$ cat config.mk
export PLATFORM = sky130hd
export DESIGN_NAME = hex_scan_scheduler
export DESIGN_NICKNAME = d
export VERILOG_FILES = /design/src/rtl/hex_scan_scheduler.sv
export SDC_FILE = /design/constraint.sdc
export NUM_CORES = 1
export LEC_CHECK = 0
export ABC_AREA = 1
export CAP_MARGIN = 10
export CORE_MARGIN = 2
export CORE_UTILIZATION = 50
export CTS_BUF_LIST = sky130_fd_sc_hd__clkbuf_8 sky130_fd_sc_hd__clkbuf_16
export DETAILED_ROUTE_END_ITERATION = 10
export PLACE_DENSITY = 0.72
export SETUP_SLACK_MARGIN = 0.3
export SYNTH_ARGS = -nofsm -noshare
export SYNTH_HDL_FRONTEND = slang
export SYNTH_SLANG_ARGS = --single-unit
$ cat constraint.sdc
create_clock -name CLOCK_50 -period 1.7 [get_ports CLOCK_50]
set_input_delay 0.34 -clock CLOCK_50 [delete_from_list [all_inputs] [get_ports CLOCK_50]]
set_output_delay 0.34 -clock CLOCK_50 [all_outputs]
set_load 0.02 [all_outputs]
$ cat src/rtl/hex_scan_scheduler.sv
// hex_scan_scheduler: time-shares one nibble decoder across NUM_DIGITS positions.
// Slots are loaded via valid/ready; a lit slot cannot be rewritten until its GAP.
module hex_scan_scheduler #(
   parameter int NUM_DIGITS = 6,
   parameter int IDX_W      = 3,
   parameter int SCAN_DIV   = 50000,
   parameter int GAP_CYCLES = 2
) (
   input  logic                  CLOCK_50,
   input  logic                  RESET,
   input  logic                  wr_valid,
   output logic                  wr_ready,
   input  logic [IDX_W-1:0]      wr_addr,
   input  logic [3:0]            wr_data,
   input  logic                  wr_blank,
   output logic                  wr_err,
   output logic [3:0]            scan_nibble,
   output logic                  scan_blank,
   output logic [NUM_DIGITS-1:0] scan_sel,
   output logic [IDX_W-1:0]      scan_idx,
   output logic                  frame_done
);
   localparam int MAXC  = (SCAN_DIV > GAP_CYCLES) ? SCAN_DIV : GAP_CYCLES;
   localparam int CNT_W = $clog2(MAXC + 1);

   typedef enum logic {GAP, SHOW} state_t;

   state_t                  r_state, w_state_nx;
   logic [CNT_W-1:0]        r_cnt, w_cnt_nx;
   logic [IDX_W-1:0]        r_idx, w_idx_nx;
   logic [NUM_DIGITS*4-1:0] r_val;
   logic [NUM_DIGITS-1:0]   r_blank;
   logic                    r_err;
   logic                    w_gap_end, w_show_end, w_acc, w_oor;

   assign w_gap_end  = (r_state == GAP)  && (r_cnt == CNT_W'(GAP_CYCLES - 1));
   assign w_show_end = (r_state == SHOW) && (r_cnt == CNT_W'(SCAN_DIV - 1));
   assign wr_ready   = !((r_state == SHOW) && (wr_addr == r_idx));
   assign w_acc      = wr_valid && wr_ready && !RESET;
   assign w_oor      = {1'b0, wr_addr} >= (IDX_W+1)'(NUM_DIGITS);
   assign scan_idx   = r_idx;
   assign wr_err     = r_err;

   always_ff @(posedge CLOCK_50) begin
      if (RESET) begin
         r_state <= GAP;
         r_cnt   <= '0;
         r_idx   <= '0;
      end else begin
         r_state <= w_state_nx;
         r_cnt   <= w_cnt_nx;
         r_idx   <= w_idx_nx;
      end
   end

   always_comb begin
      w_state_nx = r_state;
      w_cnt_nx   = r_cnt + 1'b1;
      w_idx_nx   = r_idx;
      if (w_gap_end) begin
         w_state_nx = SHOW;
         w_cnt_nx   = '0;
      end else if (w_show_end) begin
         w_state_nx = GAP;
         w_cnt_nx   = '0;
         w_idx_nx   = (r_idx == IDX_W'(NUM_DIGITS - 1)) ? '0 : r_idx + 1'b1;
      end
   end

   // Out-of-range addresses match no slot, so they only raise wr_err.
   always_ff @(posedge CLOCK_50) begin
      if (RESET) begin
         r_val   <= '0;
         r_blank <= '1;
         r_err   <= 1'b0;
      end else begin
         r_err <= w_acc && w_oor;
         for (int i = 0; i < NUM_DIGITS; i++)
            if (w_acc && (wr_addr == IDX_W'(i))) begin
               r_val[i*4 +: 4] <= wr_data;
               r_blank[i]      <= wr_blank;
            end
      end
   end

   always_comb begin
      scan_sel    = '0;
      scan_nibble = 4'h0;
      scan_blank  = 1'b1;
      for (int i = 0; i < NUM_DIGITS; i++)
         if ((r_state == SHOW) && (r_idx == IDX_W'(i))) begin
            scan_sel[i] = 1'b1;
            scan_nibble = r_val[i*4 +: 4];
            scan_blank  = r_blank[i];
         end
      frame_done = w_show_end && (r_idx == IDX_W'(NUM_DIGITS - 1));
   end
endmodule
# Word-level counts from Yosys, hierarchy flattened
# Cells that the tools add are included.
dict set report totals {
  n_memories 0
  reg_bits 51
  output_inout_bits 17
  mem_bits_rw 0
  latch_bits 0
  rom_bits 0
  word_cells 81
}
dict set report op_classes {
  bitwise_logic 2
  n_mux 21
  addsub 2
  magnitude_cmp 1
  n_div 0
  eq_ne 13
  mul 0
  reduce_logical 26
  n_shift 0
}
# cell n
set ops {}
lappend ops {{4-bit 2-to-1 mux} 6}
lappend ops {{1-bit logical AND} 19}
lappend ops {{16-bit by 1-bit adder with 16-bit output, second input constant} 1}
lappend ops {{16-bit by 1-bit equality test with 1-bit output, second input constant} 1}
lappend ops {{16-bit equality test, second input constant} 1}
lappend ops {{1-bit 2-to-1 mux} 14}
lappend ops {{3-bit by 2-bit equality test with 1-bit output, second input constant} 4}
lappend ops {{3-bit equality test, second input constant} 4}
lappend ops {{3-bit by 1-bit equality test with 1-bit output, second input constant} 2}
lappend ops {{3-bit logical NOT} 2}
lappend ops {{3-bit by 1-bit adder with 3-bit output, second input constant} 1}
lappend ops {{3-bit equality test} 1}
lappend ops {{3-bit >= comparator, second input constant} 1}
lappend ops {{3-bit 2-to-1 mux} 1}
lappend ops {{3-bit OR reduction} 1}
lappend ops {{1-bit logical NOT} 2}
lappend ops {{1-bit inverter} 2}
lappend ops {{2-bit AND reduction} 1}
lappend ops {{2-bit nonzero test} 1}

# Depth between registers and ports, before layout
# Gate-level depths: netlist (run 1).
dict set report logic_depth {
  depth_word 8
  mapped_depth 10
}

# Least setup slack after synthesis (run 1)
# OpenSTA, ideal clock, no wires.
dict set report synth_path {
  kind {register -> output}
  from {register r_idx[0] (netlist: scan_idx[0])}
  to {output scan_nibble[0]}
  stages_incl_launch_ff 7
  t_arrival_ns 1.621
  setup_slack_ns -0.261
  t_required_ns 1.360
  cell_sequence {dfxtp_1 -> nand2_1 -> nor2_2 -> nand2_1 -> nand4_1 -> nand3_1 -> a21oi_1}
}
dict set report synth_between {
  elab_chain_cells 8
}
# item line
set synth_rtl {}
lappend synth_rtl {{start: declaration} 30} ;# logic [IDX_W-1:0] r_idx, w_idx_nx;
lappend synth_rtl {{start signal: assignment} 52} ;# r_idx <= w_idx_nx;
lappend synth_rtl {{3-bit logical NOT} 91} ;# if ((r_state == SHOW) && (r_idx == IDX_W'(i))) begin
lappend synth_rtl {{1-bit logical AND} 91}
lappend synth_rtl {{4-bit 2-to-1 mux (5 in a row)} 91}
lappend synth_rtl {{4-bit 2-to-1 mux *} 91}
lappend synth_rtl {{end: declaration} 17} ;# output logic [3:0] scan_nibble,
# Mark *: on every way between the ends. The rest lies on a longest branch, timed or not.

# Final worst setup path (run 1)
dict set report layout_path {
  from {register r_state}
  to {output scan_nibble[0]}
}
dict set report layout_between {
  elab_chain_cells 7
}
# item line
set layout_rtl {}
lappend layout_rtl {{start: declaration} 28} ;# state_t r_state, w_state_nx;
lappend layout_rtl {{start signal: assignment} 50} ;# r_state <= w_state_nx;
lappend layout_rtl {{1-bit logical AND} 91}
lappend layout_rtl {{4-bit 2-to-1 mux (5 in a row)} 91}
lappend layout_rtl {{4-bit 2-to-1 mux *} 91}
# Marked as above.

==> flow_metrics.env, run 1 <==
export IMPL_holdBufCountCts=0
export IMPL_dr_pass1_iters=5
export IMPL_p_leak_nw=2.052
export IMPL_drc=0
export IMPL_setup_slack_ns=-0.3397
export IMPL_synth_top_area_share_pct=37.35
export IMPL_ctsLongestPathBuffers=2
export IMPL_dp_hpwl_mm=5.044
export IMPL_regArea_um2=1041
export IMPL_final_hold_violation_count=0
export IMPL_power_density_nw_per_um2=618.6
export IMPL_yosys_warnings=0
export IMPL_num_rows=26
export IMPL_routabilityCongestion=0.8451
export IMPL_fin_util_pct=85.99
export IMPL_status="finished, violations left"
export IMPL_cts_made_buffers=5
export IMPL_avgViaCountPerCell=5.686
export IMPL_die_y_um=77.95
export IMPL_path_clk_slew_ns=0.10
export IMPL_wl_mm=10.78
export IMPL_antenna_found_initial=0
export IMPL_yosys_top_cells_area="dfxtp_1, nand2_1, nor2_1, inv_1, nand3_1"
export IMPL_grt_total_usage_pct=31.96
export IMPL_clkSinkCount=51
export IMPL_drt_iter0_markers=443
export IMPL_grt_overflow_total=0
export IMPL_tightest_slew_ns=0.3728
export IMPL_finalCriticalPeriod_ns=2.040
export IMPL_start_util_pct=52.52
export IMPL_syn_avg_cell_area_um2=6.433
export IMPL_ys_flop_type="dfxtp_1"
export IMPL_synth_edf_count=0
export IMPL_synth_seq_cells=51
export IMPL_yosysSeqAreaShare_pct=37.35
export IMPL_n_antenna_cell=0
export IMPL_io_buffers=27
export IMPL_coreArea_um2=5205
export IMPL_areaGrowthSynthToFinish_pct=63.71
export IMPL_grt_start_max_net_pins=31
export IMPL_dieArea_um2=6075
export IMPL_fp_dieW_um=77.95
export IMPL_async_reset_ff_share_pct=0
export IMPL_antenna_left=0
export IMPL_cts_root_buf="clkbuf_8"
export IMPL_violations="negative setup slack"
export IMPL_cp_end_kind="output pin"
export IMPL_vias=3446
export IMPL_drv_slew=0
export IMPL_cts_tree="built"
export IMPL_syn_inst=425
export IMPL_multi_input_area_um2=1949
export IMPL_drive_gt1_share_pct=38.81
export IMPL_worstPathArrival_ns=1.70
export IMPL_slew_limit_headroom_pct=75.06
export IMPL_clock_latency_ns=0.31
export IMPL_syn_nets=439
export IMPL_wire_per_inst_um=17.79
export IMPL_synth_cell_types=27
export IMPL_preCtsSetupSlack_ns=-0.4522
export IMPL_fmax_mhz=490.3
export IMPL_fillCellCount=272
export IMPL_rsz0062_at_grt="true"
export IMPL_syn_area_um2=2734
export IMPL_fin_crit_sh_pct=120.0
export IMPL_synth_commonest_cells="nand2_1, nor2_1, inv_1"
export IMPL_drv_cap=0
export IMPL_grt_pass1_wl_mm=15.06
export IMPL_start_kind="flop"
export IMPL_worstHoldPathType="flop to flop"
export IMPL_critPathKind="flop to output pin"
export IMPL_htree_levels=2
export IMPL_grt_pass1_vias=3094
export IMPL_required_ns=1.36
export IMPL_yosysMostFrequentCell="nand2_1"
export IMPL_clock_skew_ns=0.007893
export IMPL_netlist_top_cell_by_area="dfxtp_1"
export IMPL_worstPathMaxFanout=4
export IMPL_setup_viol=17
export IMPL_ir_worst_vdd_mv=0.6811
export IMPL_final_nets=549
export IMPL_hold_slack_ns=0.4981
export IMPL_pin_count=28
layout by cell type, fill, tap and decap left out, types with 11 or more instances in the layout:
| cell type | Yosys | routed |
|---|---|---|
| buf_4 | 3 | 54 |
| buf_6 | 1 | 31 |
| dfxtp_1 | 51 | 43 |
| inv_1 | 60 | 51 |
| nand2_1 | 109 | 92 |
| nand2_2 | 1 | 13 |
| nand3_1 | 21 | 16 |
| nand3_4 | 2 | 13 |
| nand4_1 | 11 | 11 |
| nor2_1 | 96 | 77 |
| nor2_4 | 1 | 15 |
| xor2_1 | 12 | 12 |
registers in the layout, summed over array words and instances, names as in the netlist:
name and cells:
r_val 24, scan_idx 3, r_blank 6, wr_err 1
r_cnt 16, r_state 1
cells by family after synthesis:
logic type	Yosys count	synth area share [%]
and+or+nand+nor	262	41.65
buffers and inverters	73	10.75
DFF	51	37.35
AOI/OAI and AO/OA	22	4.119
xor gates and xnor gates	14	4.760
adders and majority gates	3	1.373
worst max-delay path, stage by stage (launching register included):
cell and delay [ns]:
dfxtp_4 0.40, inv_2 0.06, nor2_4 0.13, buf_4 0.15
nand3_1 0.12, nand4_1 0.14, nand3_2 0.11, a21oi_4 0.15
buf_6 0.13
per-stage QoR:
stage | power, W | setup TNS [ns] | area [um2] | cells
CTS | 0.002669 | -1.444 | 4275 | 599
detailed placement | 0.001639 | -8.579 | 3618 | 570
finish | 0.002769 | -2.319 | 4476 | 606
floorplan | 0.001470 | 0 | 2869 | 425
global placement | 0.001629 | -7.301 | 3618 | 570
global route | 0.002840 | -3.655 | 4476 | 606
where the power goes:
part	switching, W	internal, W	total [W]	leakage [nW]
sequential	0.0000342	0.00123	0.00126	0.418
clock	0.000431	0.000485	0.000916	0.0618
combinational	0.000323	0.000268	0.000591	1.57
worst paths after layout:
| check | from | end | slack (ns) | cells after the start |
|---|---|---|---|---|
| max | r_state | scan_nibble[0] | -0.34 | 8 |
| min | r_blank[0] | r_blank[0] | 0.50 | 2 |
| max reg2reg | scan_idx[2] | r_val[4] | -0.09 | 10 |
| min reg2reg | r_blank[0] | r_blank[0] | 0.50 | 2 |
cell type report:
class	count	area share, %
multi-input cells	307	43.56
flip-flops and latches	51	23.26
repair buffers	105	22.78
inverters	65	5.731
well taps	70	1.957
clock buffers	6	1.845
clock inverters	2	0.8666
routing by layer:
layer | vias up | part of all wire, % | GRT usage (%)
met3 | 78 | 9.2 | 5.465
met4 | 0 | 5.2 | 10.70
li1 | 1545 | - | -
met5 | - | 0 | 0
met2 | 243 | 47 | 54.40
met1 | 1580 | 38 | 40.98
what timing repair did:
action	4_1_cts	5_1_grt
setup endpoints to repair	65	64
pin swaps	38	31
resized for setup	165	43
buffers inserted	12	7
cloned	9	0
hold endpoints to repair	0	0
Power figures use the tool's default switching activity.
==> run 2, diff against run 1 <==
HOLD_SLACK_MARGIN = 0.05   (was not set)
==> results of run 2 <==
Same layout as run 1: the final DEF is identical, and so are final timing and power.
==> run 3, diff against run 2 <==
==> constraint.sdc (replaced) <==
create_clock -name CLOCK_50 -period 1.7 [get_ports CLOCK_50]
set_input_delay 0.255 -clock CLOCK_50 [delete_from_list [all_inputs] [get_ports CLOCK_50]]
set_output_delay 0.255 -clock CLOCK_50 [all_outputs]
set_load 0.02 [all_outputs]
==> run 3 against run 2 <==
  * The run still ends with negative setup slack left
  * Flip-flop and latch count unchanged
  * Clock-buffer cell count decreased by 1
  * Fmax increased by 1.9%
  * Via count increased by 0.49%
  * Worst hold slack improved by 0.0037 ns
  * Sequential power about the same
  * Global-route usage decreased by 1.1 points
  * Sequential share of layout area decreased by 0.14 points
  * Die area unchanged
  * Highest routed layer unchanged
==> flow_metrics.env, run 3 (synthesis results as in run 1) <==
export IMPL_timing_rr_start="r_state"
export IMPL_dr_pass1_iters=7
export IMPL_htree_levels=2
export IMPL_clkSinkCount=51
export IMPL_grt_total_usage_pct=30.81
export IMPL_preCtsSetupSlack_ns=-0.2935
export IMPL_clock_latency_ns=0.30
export IMPL_multi_input_area_um2=1972
export IMPL_drv_slew=0
export IMPL_regArea_um2=1040
export IMPL_p_leak_nw=2.003
export IMPL_final_cell_mix="nor2_1, nand2_1, inv_1"
export IMPL_antenna_left=0
export IMPL_fin_crit_sh_pct=117.8
export IMPL_dp_hpwl_mm=4.926
export IMPL_ctsLongestPathBuffers=2
export IMPL_rsz0062_at_grt="true"
export IMPL_worstPathMaxFanout=6
export IMPL_wire_per_inst_um=18.00
export IMPL_num_rows=26
export IMPL_setup_slack_ns=-0.3024
export IMPL_clock_skew_ns=0.004859
export IMPL_avgViaCountPerCell=5.715
export IMPL_antenna_found_initial=0
export IMPL_crit_start="scan_idx[2]"
export IMPL_coreArea_um2=5205
export IMPL_reg2reg_to="scan_idx[0]"
export IMPL_finalCriticalPeriod_ns=2.002
export IMPL_drive_gt1_share_pct=41.98
export IMPL_cts_made_buffers=5
export IMPL_switching_share_pct=29.16
export IMPL_final_area_um2=4498
export IMPL_dieArea_um2=6075
export IMPL_final_hold_violation_count=0
export IMPL_place_area_um2=3576
export IMPL_final_nets=549
export IMPL_start_util_pct=52.52
export IMPL_largest_reg_flops=24
export IMPL_grt_pass1_vias=3126
export IMPL_fin_util_pct=86.42
export IMPL_violations="negative setup slack"
export IMPL_status="finished, violations left"
export IMPL_io_buffers=27
export IMPL_slew_limit_headroom_pct=76.60
export IMPL_final_common_cell="nor2_1"
export IMPL_grt_overflow_total=0
export IMPL_grt_start_max_net_pins=34
export IMPL_worstPathArrival_ns=1.75
export IMPL_r2r_slack_ns=-0.20
export IMPL_crit_end="scan_nibble[2]"
export IMPL_min_from="r_blank[5]"
export IMPL_worstHoldPathType="flop to flop"
export IMPL_pwr_share_comb_pct=22.1
export IMPL_fmax_mhz=499.4
export IMPL_routabilityCongestion=0.8702
export IMPL_die_y_um=77.95
export IMPL_setup_viol=13
export IMPL_dp_cells=566
export IMPL_wl_mm=10.91
export IMPL_pin_count=28
export IMPL_power_density_nw_per_um2=549.9
export IMPL_fp_dieW_um=77.95
export IMPL_holdBufCountCts=0
export IMPL_pwr_share_seq_pct=51.0
export IMPL_critPathKind="flop to output pin"
export IMPL_n_antenna_cell=0
export IMPL_intPower_w=0.001752
export IMPL_reg_top3="r_val x24, r_cnt x16, r_blank x6"
export IMPL_areaGrowthSynthToFinish_pct=64.53
export IMPL_drc=0
export IMPL_r2r_cells=12
export IMPL_drt_iter0_markers=453
export IMPL_ir_worst_vdd_mv=0.5832
export IMPL_path_clk_slew_ns=0.09
export IMPL_drv_cap=0
export IMPL_clockPowerShare_pct=26.9
export IMPL_top_register="r_val"
export IMPL_fillCellCount=256
export IMPL_vias=3463
export IMPL_net_switching_power_w=0.0007213
export IMPL_hold_path_cell_count=2
export IMPL_required_ns=1.44
export IMPL_tightest_slew_ns=0.3510
export IMPL_cp_end_kind="output pin"
export IMPL_cts_root_buf="clkbuf_8"
export IMPL_instances_no_fill=606
export IMPL_cts_tree="built"
export IMPL_grt_pass1_wl_mm=14.65
export IMPL_start_kind="flop"
==> run 3: worst max-delay path, cell delays in order, from the launching register on <==
cell,delay (ns)
dfxtp_4,0.39
inv_4,0.08
nand2_4,0.06
nor2_4,0.25
nand2_1,0.09
nand2_1,0.08
o21ai_1,0.08
nand2_1,0.11
nand2_1,0.10
nand2_2,0.08
buf_6,0.11
==> run 3: worst min path at each step <==
stage               slack (ns)         end
floorplan                 0.32     r_state
global placement          0.44  r_blank[0]
detailed placement        0.44  r_blank[2]
CTS                       0.47  r_blank[0]
global route              0.53  r_blank[0]
finish                    0.50  r_blank[5]
==> run 3: stage by stage <==
step                      total power, W  hold WS (ns)  setup TNS, ns
after floorplan                 0.001466        0.3167              0
after global placement          0.001623        0.4414         -3.531
after detailed placement        0.001631        0.4428         -4.559
after CTS                       0.002380        0.4703        -0.6428
after global routing            0.002554        0.5287         -2.589
final                           0.002474        0.5017         -2.065
==> run 3: cell type report <==
| cell class | instances | share of cell area, % |
|---|---|---|
| clock buffer | 5 | 1.530 |
| tap | 70 | 1.947 |
| clock inverter | 3 | 0.2782 |
| timing repair buffer | 105 | 23.42 |
| inverter | 65 | 5.869 |
| sequential | 51 | 23.12 |
| multi-input combinational | 307 | 43.84 |
==> run 3: power by group through the flow <==
stage | Combinational (W) | Sequential [W] | Clock, W
floorplan | 0.000177 | 0.00129 | 0
global placement | 0.000340 | 0.00128 | 0
detailed placement | 0.000345 | 0.00129 | 0
CTS | 0.000447 | 0.00126 | 0.000675
global route | 0.000575 | 0.00126 | 0.000715
finish | 0.000546 | 0.00126 | 0.000665
==> run 3: routing by layer <==
metal	wire length [um]	share of wire [%]	GRT usage, %
met2	5177	47	52.07
met1	4126	38	39.48
met4	556	5.1	11.40
met3	1044	9.6	5.116
met5	0	0	0
==> run 3: what timing repair did <==
action,in CTS,in global routing
gates resized for setup,153,73
cloned,8,0
buffers inserted,14,10
endpoints found under the setup margin,66,66
pin swaps,26,28
